$ cat src/rtl/if_pkg.sv
// Shared types for the instruction-fetch stage: FSM encoding, reset/step defaults
// and the IF/ID payload record.
package if_pkg;

   localparam int unsigned IF_ADDR_W   = 32;
   localparam int unsigned IF_INSTR_W  = 32;
   localparam logic [31:0] IF_RESET_PC = 32'h0;
   localparam int unsigned IF_PC_STEP  = 4;

   typedef enum logic [1:0] {
      REQ   = 2'b00,
      DROP  = 2'b01,
      STALL = 2'b10
   } if_state_t;

   typedef struct packed {
      logic [IF_ADDR_W-1:0]  pc;
      logic [IF_INSTR_W-1:0] instr;
   } if_payload_t;

endpackage

$ cat src/rtl/if_skid_buffer.sv
// One-entry skid register: parks a fetched word while the pipeline is frozen.
// Clear has priority over load, load over unload.
module if_skid_buffer #(
   parameter type payload_t = if_pkg::if_payload_t
) (
   input  logic     clk,
   input  logic     rst,
   input  logic     load,
   input  logic     unload,
   input  logic     clear,
   input  payload_t din,
   output payload_t dout,
   output logic     valid
);

   always_ff @(posedge clk or posedge rst) begin
      if (rst) begin
         dout  <= '0;
         valid <= 1'b0;
      end else if (clear) begin
         valid <= 1'b0;
      end else if (load) begin
         dout  <= din;
         valid <= 1'b1;
      end else if (unload) begin
         valid <= 1'b0;
      end
   end

endmodule

$ cat src/rtl/if_fetch_stage.sv
// Instruction-fetch stage: PC, imem handshake, IF/ID register, branch redirect and
// freeze skid. Define IF_FETCH_PERF_EN to add fetch/flush performance counters.
module if_fetch_stage
   import if_pkg::*;
#(
   parameter int unsigned        ADDR_W   = 32,
   parameter int unsigned        INSTR_W  = 32,
   parameter logic [ADDR_W-1:0]  RESET_PC = ADDR_W'(IF_RESET_PC),
   parameter int unsigned        PC_STEP  = IF_PC_STEP
) (
   input  logic               clk,
   input  logic               rst,
   input  logic               freeze,
   input  logic               br_taken,
   input  logic [ADDR_W-1:0]  br_addr,
   output logic               imem_req,
   output logic [ADDR_W-1:0]  imem_addr,
   input  logic [INSTR_W-1:0] imem_rdata,
   input  logic               imem_ready,
   output logic [ADDR_W-1:0]  if_id_pc,
   output logic [INSTR_W-1:0] if_id_instr,
   output logic               if_id_valid
`ifdef IF_FETCH_PERF_EN
   ,
   output logic [31:0]        perf_fetch_cnt,
   output logic [31:0]        perf_flush_cnt
`endif
);

   typedef struct packed {
      logic [ADDR_W-1:0]  pc;
      logic [INSTR_W-1:0] instr;
   } payload_t;

   if_state_t         state, state_nxt;
   logic [ADDR_W-1:0] pc, pc_nxt, pc_inc;
   logic [ADDR_W-1:0] redir_addr, redir_nxt;
   payload_t          if_id, if_id_nxt, fetched, skid_data;
   logic              valid_nxt;
   logic              skid_load, skid_unload, skid_clear, skid_valid;

   assign pc_inc      = pc + ADDR_W'(PC_STEP);
   assign fetched     = '{pc: pc_inc, instr: imem_rdata};
   assign imem_req    = (state != STALL);
   assign imem_addr   = pc;
   assign if_id_pc    = if_id.pc;
   assign if_id_instr = if_id.instr;

   if_skid_buffer #(.payload_t(payload_t)) u_skid (
      .clk    (clk),
      .rst    (rst),
      .load   (skid_load),
      .unload (skid_unload),
      .clear  (skid_clear),
      .din    (fetched),
      .dout   (skid_data),
      .valid  (skid_valid)
   );

   always_comb begin
      state_nxt   = state;
      pc_nxt      = pc;
      redir_nxt   = redir_addr;
      if_id_nxt   = if_id;
      valid_nxt   = if_id_valid;
      skid_load   = 1'b0;
      skid_unload = 1'b0;
      skid_clear  = 1'b0;
      case (state)
         // The old request must still complete; only the redirect target may change.
         DROP: begin
            valid_nxt = 1'b0;
            if (br_taken) redir_nxt = br_addr;
            if (imem_ready) begin
               pc_nxt    = br_taken ? br_addr : redir_addr;
               state_nxt = REQ;
            end
         end
         STALL: begin
            if (br_taken) begin
               skid_clear = 1'b1;
               pc_nxt     = br_addr;
               valid_nxt  = 1'b0;
               state_nxt  = REQ;
            end else if (!freeze) begin
               if_id_nxt   = skid_data;
               valid_nxt   = skid_valid;
               skid_unload = 1'b1;
               state_nxt   = REQ;
            end
         end
         default: begin
            state_nxt = REQ;
            if (br_taken) begin
               valid_nxt = 1'b0;
               if (imem_ready) begin
                  pc_nxt = br_addr;
               end else begin
                  redir_nxt = br_addr;
                  state_nxt = DROP;
               end
            end else if (imem_ready) begin
               pc_nxt = pc_inc;
               if (freeze) begin
                  skid_load = 1'b1;
                  state_nxt = STALL;
               end else begin
                  if_id_nxt = fetched;
                  valid_nxt = 1'b1;
               end
            end else if (!freeze) begin
               valid_nxt = 1'b0;
            end
         end
      endcase
   end

   always_ff @(posedge clk or posedge rst) begin
      if (rst) begin
         state       <= REQ;
         pc          <= RESET_PC;
         redir_addr  <= '0;
         if_id       <= '0;
         if_id_valid <= 1'b0;
      end else begin
         state       <= state_nxt;
         pc          <= pc_nxt;
         redir_addr  <= redir_nxt;
         if_id       <= if_id_nxt;
         if_id_valid <= valid_nxt;
      end
   end

`ifdef IF_FETCH_PERF_EN
   // Dropped words still count as fetches; flushes count every branch cycle.
   always_ff @(posedge clk or posedge rst) begin
      if (rst) begin
         perf_fetch_cnt <= '0;
         perf_flush_cnt <= '0;
      end else begin
         if (imem_req && imem_ready) perf_fetch_cnt <= perf_fetch_cnt + 32'd1;
         if (br_taken)               perf_flush_cnt <= perf_flush_cnt + 32'd1;
      end
   end
`endif

endmodule

$ cat config.mk
export PLATFORM = sky130hd
export DESIGN_NAME = if_fetch_stage
export DESIGN_NICKNAME = d
export VERILOG_FILES = /design/src/rtl/if_pkg.sv /design/src/rtl/if_skid_buffer.sv /design/src/rtl/if_fetch_stage.sv
export SDC_FILE = /design/constraint.sdc
export NUM_CORES = 1
export LEC_CHECK = 0
export ABC_CLOCK_PERIOD_IN_PS = 5810
export CAP_MARGIN = 20
export CORE_ASPECT_RATIO = 1.5
export CORE_MARGIN = 1
export CORE_UTILIZATION = 54
export DETAILED_ROUTE_END_ITERATION = 10
export PLACE_DENSITY = 0.87
export SETUP_SLACK_MARGIN = 0.4
export SYNTH_ARGS = -nofsm -noshare
export SYNTH_HDL_FRONTEND = slang
export SYNTH_HIERARCHICAL = 1
export SYNTH_SLANG_ARGS = --single-unit
export TNS_END_PERCENT = 1
$ cat constraint.sdc
create_clock -name clk -period 5.81 [get_ports clk]
set_input_delay 1.162 -clock clk [delete_from_list [all_inputs] [get_ports clk]]
set_output_delay 1.162 -clock clk [all_outputs]
set_load 0.005 [all_outputs]
==> flow_summary.yaml, run 1 <==
status:
  status: "finished, violations left"
  failed_checks: "design-rule violations"
synthesis:
  synth_area_per_cell_um2: 11.6
  ys_ff_latch: 196
  yosysWarnings: 6
  yosysUniqueCellTypes: 67
  ys_seq_area_share_pct: 50.1
  synth_top_area_cell: "dfrtp_1"
  netlist_instances: 841
  synth_fp_nets: 913
  synth_edf_count: 0
  netlist.area_leader.share_pct: 50.1
  synth_area_leaders: "dfrtp_1 50%, mux2_4 9.2%, mux2_2 4.7%"
  async_flop_share_pct: 100
  synthFlopType: "dfrtp_1"
  netlist_area_um2: 9790
timing:
  fin_setup_tns_ps: 0
  period_needed_ps: 4250
  period_share_pct: 73.1
  slew_viol_final: 0
  rsz0062_at_grt: "no"
  worst_slack_ps: 1560
  hold_violations: 0
  setup_viol: 0
  fin_skew_ps: 9.10
  hold_ws_ps: 482
  worstMarginPinSlew_ps: 1050
  fmaxAchievable_mhz: 235
  max_slew_margin_pct: 29.7
setup_path:
  reg2reg_to: "u_skid/dout[21]"
  worstPathArrival_ps: 4570
  cp.required_ps: 6130
  critPathLaunchType: "input port"
  timing.reg2reg.setup_slack_ps: 2340
  cp_max_fo: 44
  r2r_cells: 7
  setup.worst_path.class: "input port to flip-flop"
  regToRegStartpoint: "state[0]"
  cp-end-kind: "flip-flop"
drt:
  drt-total-wl_mm: 24.0
  vias: 7325
  vias_per_cell: 6.09
  antenna_left: 0
  firstDrtPassIters: 11
  drt_iter0_markers: 628
  drc: 12
  wl_per_cell_um: 20.0
placed_design:
  placed_area_um2: 11500
  post-place-ws_ps: 1290
  portBuffers: 166
  finalWeightedCongestion: 0.900
  hpwl_mm: 15.8
power:
  power_density_nw_per_um2: 386
  ir_worst_vdd_mv: 0.204
  p_leak_uw: 0.00514
cells_and_area:
  nets: 1049
  final_common_cell: "dfrtp_1"
  utilization_pct: 68.6
  num_antenna_cells: 0
  area_growth_pct: 23.1
  final_cell_mix: "196 x dfrtp_1, 166 x clkdlybuf4s50_1, 78 x o21ai_0"
  stdcell_area_um2: 12000
  drive_gt1_share_pct: 17.0
global_route:
  grt_max_degree: 106
  busiest_layer: "met2"
  grt_pass1_wl_mm: 39.8
  grt_use_met1_pct: 34.3
  grt_use_met3_pct: 4.00
  grt_antenna_before_repair: 0
  grtUsageTotal_pct: 26.9
  grt_pass1_vias: 7558
  use_met2_pct: 45.2
  grt_overflow: 0
floorplan:
  rows: 59
  die_w_um: 112
  die_h_um: 167
  core-area_um2: 17600
  die_area_um2: 18700
  io_pins: 167
  start_util_pct: 55.7
clocking:
  ctsHoldBuffers: 0
  root_buffer: "clkbuf_16"
  cts_resized: 0
  htreeDepth: 4
  clk_pin_slew_ps: 70
  cts_sinks: 196
  cts_inserted_buffers: 17
  clk_latency_ps: 430
  cts_buffer_depth: 2
  cts_setup_buffers: 0
  cts_tree: "built"
worst_hold_path:
  hold_path_end: "if_id_instr[8]"
  whs_path_depth: 2
  min_from: "if_id_instr[8]"
  hp-class: "flip-flop to flip-flop"
run:
  max_cap_viol_count: 0
[cell usage after synthesis, types with 6 or more instances]
| cell type | n |
|---|---|
| mux2_4 | 60 |
| dfrtp_1 | 196 |
| o21ai_0 | 78 |
| nand3_1 | 18 |
| buf_1 | 7 |
| buf_12 | 7 |
| and3_1 | 21 |
| a222oi_1 | 6 |
| mux2i_1 | 43 |
| xor2_1 | 9 |
| a21oi_1 | 22 |
| nor3_1 | 8 |
| o31a_1 | 7 |
| a221o_1 | 16 |
| nand4_1 | 9 |
| clkbuf_1 | 21 |
| buf_2 | 22 |
| xnor2_1 | 15 |
| nor2_1 | 36 |
| nand2_1 | 66 |
| o22ai_1 | 7 |
| inv_1 | 17 |
| a221oi_1 | 9 |
| a22oi_1 | 14 |
| mux2_2 | 41 |
[cell families after synthesis]
| kind of cell | synth area share, % |
|---|---|
| XOR/XNOR | 2.15 |
| adder cells (fa/ha/maj) | 0.384 |
| flip-flops | 50.1 |
| multiplexers | 18.3 |
| AO/OA/AOI/OAI | 13.4 |
| AND/OR/NAND/NOR | 11.0 |
| buffers and inverters | 4.63 |
[layer usage]
metal | up-vias | part of all wire (%)
li1 | 3348 | -
met1 | 3658 | 41
met2 | 268 | 51
met3 | 51 | 4.8
met4 | 0 | 2.7
met5 | - | 0
[metrics by stage]
step	power, µW	std cells
after floorplan	2790	841
after global placement	3390	1171
after detailed placement	3460	1171
after CTS	4660	1203
after global routing	4870	1203
final	4650	1203
[registers in the layout (all words and copies together), names as in the netlist]
register	flops
state	2
u_skid/dout	64
if_id_instr	32
u_skid/valid	1
if_id_pc	32
imem_addr	32
if_id_valid	1
redir_addr	32
[final cells by class]
class / count / area [µm²]
clock buffers: 21 / 480
clock inverters: 11 / 114
fillers: 1300 / 5520
inverters: 19 / 76.3
multi-input cells: 566 / 4460
flip-flops and latches: 196 / 4900
well taps: 213 / 267
repair buffers: 177 / 1740
[worst max-delay path: stages]
cell	delay, ps
clkdlybuf4s50_1	800
nor2b_1	340
and3_1	260
nor2b_4	720
buf_4	780
mux2_2	410
[report_power, final]
part	leakage [µW]	internal [µW]	switching, µW	total (µW)
Clock	0.000296	648	541	1190
Combinational	0.00243	835	533	1370
Sequential	0.00241	1770	321	2090
Total	0.00514	3250	1390	4650
[worst max-delay path by stage]
| stage | start | end | slack (ps) | cells after the start |
|---|---|---|---|---|
| finish | br_taken | u_skid/dout[21] | 1560 | 6 |
| detailed placement | br_taken | u_skid/dout[20] | 1290 | 6 |
| global placement | br_taken | u_skid/dout[20] | 1340 | 6 |
| floorplan | rst | if_id_instr[0] | 1150 | 1 |
| CTS | br_taken | u_skid/dout[20] | 1670 | 6 |
| global route | br_taken | u_skid/dout[21] | 1510 | 6 |
No activity file was read; power rests on OpenSTA's default activity.
==> run 2, diff against run 1 <==
--- a/config.mk
+++ b/config.mk
@@ -5,13 +5,13 @@
 export SDC_FILE = /design/constraint.sdc
 export NUM_CORES = 1
 export LEC_CHECK = 0
-export ABC_CLOCK_PERIOD_IN_PS = 5810
+export ABC_CLOCK_PERIOD_IN_PS = 3600
 export CAP_MARGIN = 20
 export CORE_ASPECT_RATIO = 1.5
 export CORE_MARGIN = 1
-export CORE_UTILIZATION = 54
+export CORE_UTILIZATION = 48
 export DETAILED_ROUTE_END_ITERATION = 10
-export PLACE_DENSITY = 0.87
+export PLACE_DENSITY = 0.82
 export SETUP_SLACK_MARGIN = 0.4
 export SYNTH_ARGS = -nofsm -noshare
 export SYNTH_HDL_FRONTEND = slang
==> constraint.sdc (replaced) <==
create_clock -name clk -period 3.6 [get_ports clk]
set_input_delay 0.72 -clock clk [delete_from_list [all_inputs] [get_ports clk]]
set_output_delay 0.72 -clock clk [all_outputs]
set_load 0.005 [all_outputs]
==> flow_summary.yaml, run 2 (same netlist as run 1, synthesis figures left out) <==
status:
  status: "completed"
worst_hold_path:
  hold_path_end: "if_id_instr[23]"
  whs_path_depth: 2
  hp-class: "flip-flop to flip-flop"
  min_from: "if_id_instr[23]"
timing:
  fin_setup_tns_ps: 0
  fin_skew_ps: 11.4
  period_share_pct: 71.7
  hold_violations: 0
  setup_viol: 0
  period_needed_ps: 2580
  slew_viol_final: 0
  rsz0062_at_grt: "no"
  worstMarginPinSlew_ps: 892
  worst_slack_ps: 1020
  max_slew_margin_pct: 40.3
  fmaxAchievable_mhz: 387
cells_and_area:
  final_common_cell: "dfrtp_1"
  regMostFlops: "u_skid/dout"
  nets: 1062
  stdcell_area_um2: 12300
  final_cell_mix: "196 x dfrtp_1, 166 x clkdlybuf4s50_1, 78 x o21ai_0"
  utilization_pct: 61.9
  largest_register_ff_count: 64
  drive_gt1_share_pct: 18.1
  num_antenna_cells: 0
  area_growth_pct: 25.6
drt:
  vias: 7260
  drt_iter0_markers: 491
  wl_per_cell_um: 18.4
  firstDrtPassIters: 5
  drt-total-wl_mm: 23.2
  antenna_left: 0
  vias_per_cell: 5.75
  drc: 0
setup_path:
  regToRegStartpoint: "imem_addr[2]"
  r2r_cells: 6
  worstPathArrival_ps: 2900
  setup.worst_path.class: "input port to flip-flop"
  cp.required_ps: 3920
  reg2reg_to: "if_id_pc[22]"
  timing.reg2reg.setup_slack_ps: 1050
  cp_max_fo: 64
  cp-end-kind: "flip-flop"
  critPathLaunchType: "input port"
global_route:
  grt_pass1_wl_mm: 38.1
  grt_pass1_vias: 7297
  grt_max_degree: 112
  grt_antenna_before_repair: 0
  grt_overflow: 0
  grtUsageTotal_pct: 23.0
clocking:
  cts_tree: "built"
  htreeDepth: 4
  cts_inserted_buffers: 17
  cts_buffer_depth: 2
  clk_pin_slew_ps: 70
  clk_latency_ps: 430
  ctsHoldBuffers: 0
  cts_resized: 0
  cts_setup_buffers: 0
  cts_sinks: 196
  root_buffer: "clkbuf_16"
power:
  ir_worst_vdd_mv: 0.350
  p_leak_uw: 0.00523
  power_density_nw_per_um2: 619
placed_design:
  placed_area_um2: 11600
  portBuffers: 166
  hpwl_mm: 16.2
  finalWeightedCongestion: 0.874
  post-place-ws_ps: 587
floorplan:
  die_area_um2: 21000
  core-area_um2: 19900
  rows: 63
  die_w_um: 119
  start_util_pct: 49.3
  io_pins: 167
  die_h_um: 177
run:
  max_cap_viol_count: 0
==> run 2: changes by cell type in the layout (fill, tap and decap cells not counted), moves of 3 or more <==
cell,delta
buf_12,+3
buf_4,+9
bufinv_16,+3
clkbuf_8,-3
clkinvlp_4,+3
inv_6,-3
==> run 2: worst max path at each step <==
stage / start / endpoint / slack, ps / depth (start not counted)
after floorplan: rst / u_skid/dout[0] / 1250 / 1
after global placement: br_taken / u_skid/dout[23] / 630 / 7
after detailed placement: br_taken / u_skid/dout[22] / 590 / 7
after CTS: state[1] / imem_addr[21] / 920 / 7
after global routing: imem_addr[2] / if_id_pc[22] / 910 / 6
final: br_taken / u_skid/dout[22] / 1020 / 7
==> run 2: metrics by stage <==
step	hold slack, ps	instances	power, µW
floorplan	473	841	4500
global placement	460	1230	5490
detailed placement	471	1230	5590
CTS	487	1262	7660
global route	512	1263	8010
finish	481	1263	7610
==> run 2: final cells by class <==
type	instances	area, µm²
Timing Repair Buffer	190	1890
Inverter	19	75.1
Tap cell	260	325
Clock inverter	14	198
Fill cell	1623	7570
Clock buffer	18	439
Multi-Input combinational cell	566	4470
Sequential cell	196	4900
==> run 2: routing by layer <==
metal	share of wire, %	global-route usage (%)	vias up
li1	-	-	3381
met1	42	29.8	3572
met2	51	38.7	272
met3	4.9	3.64	35
met4	1.8	8.44	0
met5	0	0	-
==> run 2: report_power, final <==
part / switching (µW) / internal (µW) / leakage (µW)
registers: 514 / 2850 / 0.00241
clock network: 864 / 1190 / 0.000308
logic: 826 / 1360 / 0.00251
==> run 2: critical path, cell delays in order <==
cell and delay (ps):
clkdlybuf4s50_1 530, buf_4 250, nor2b_1 150, and3_1 220, nor2b_4 170, buf_12 420
mux2_2 400
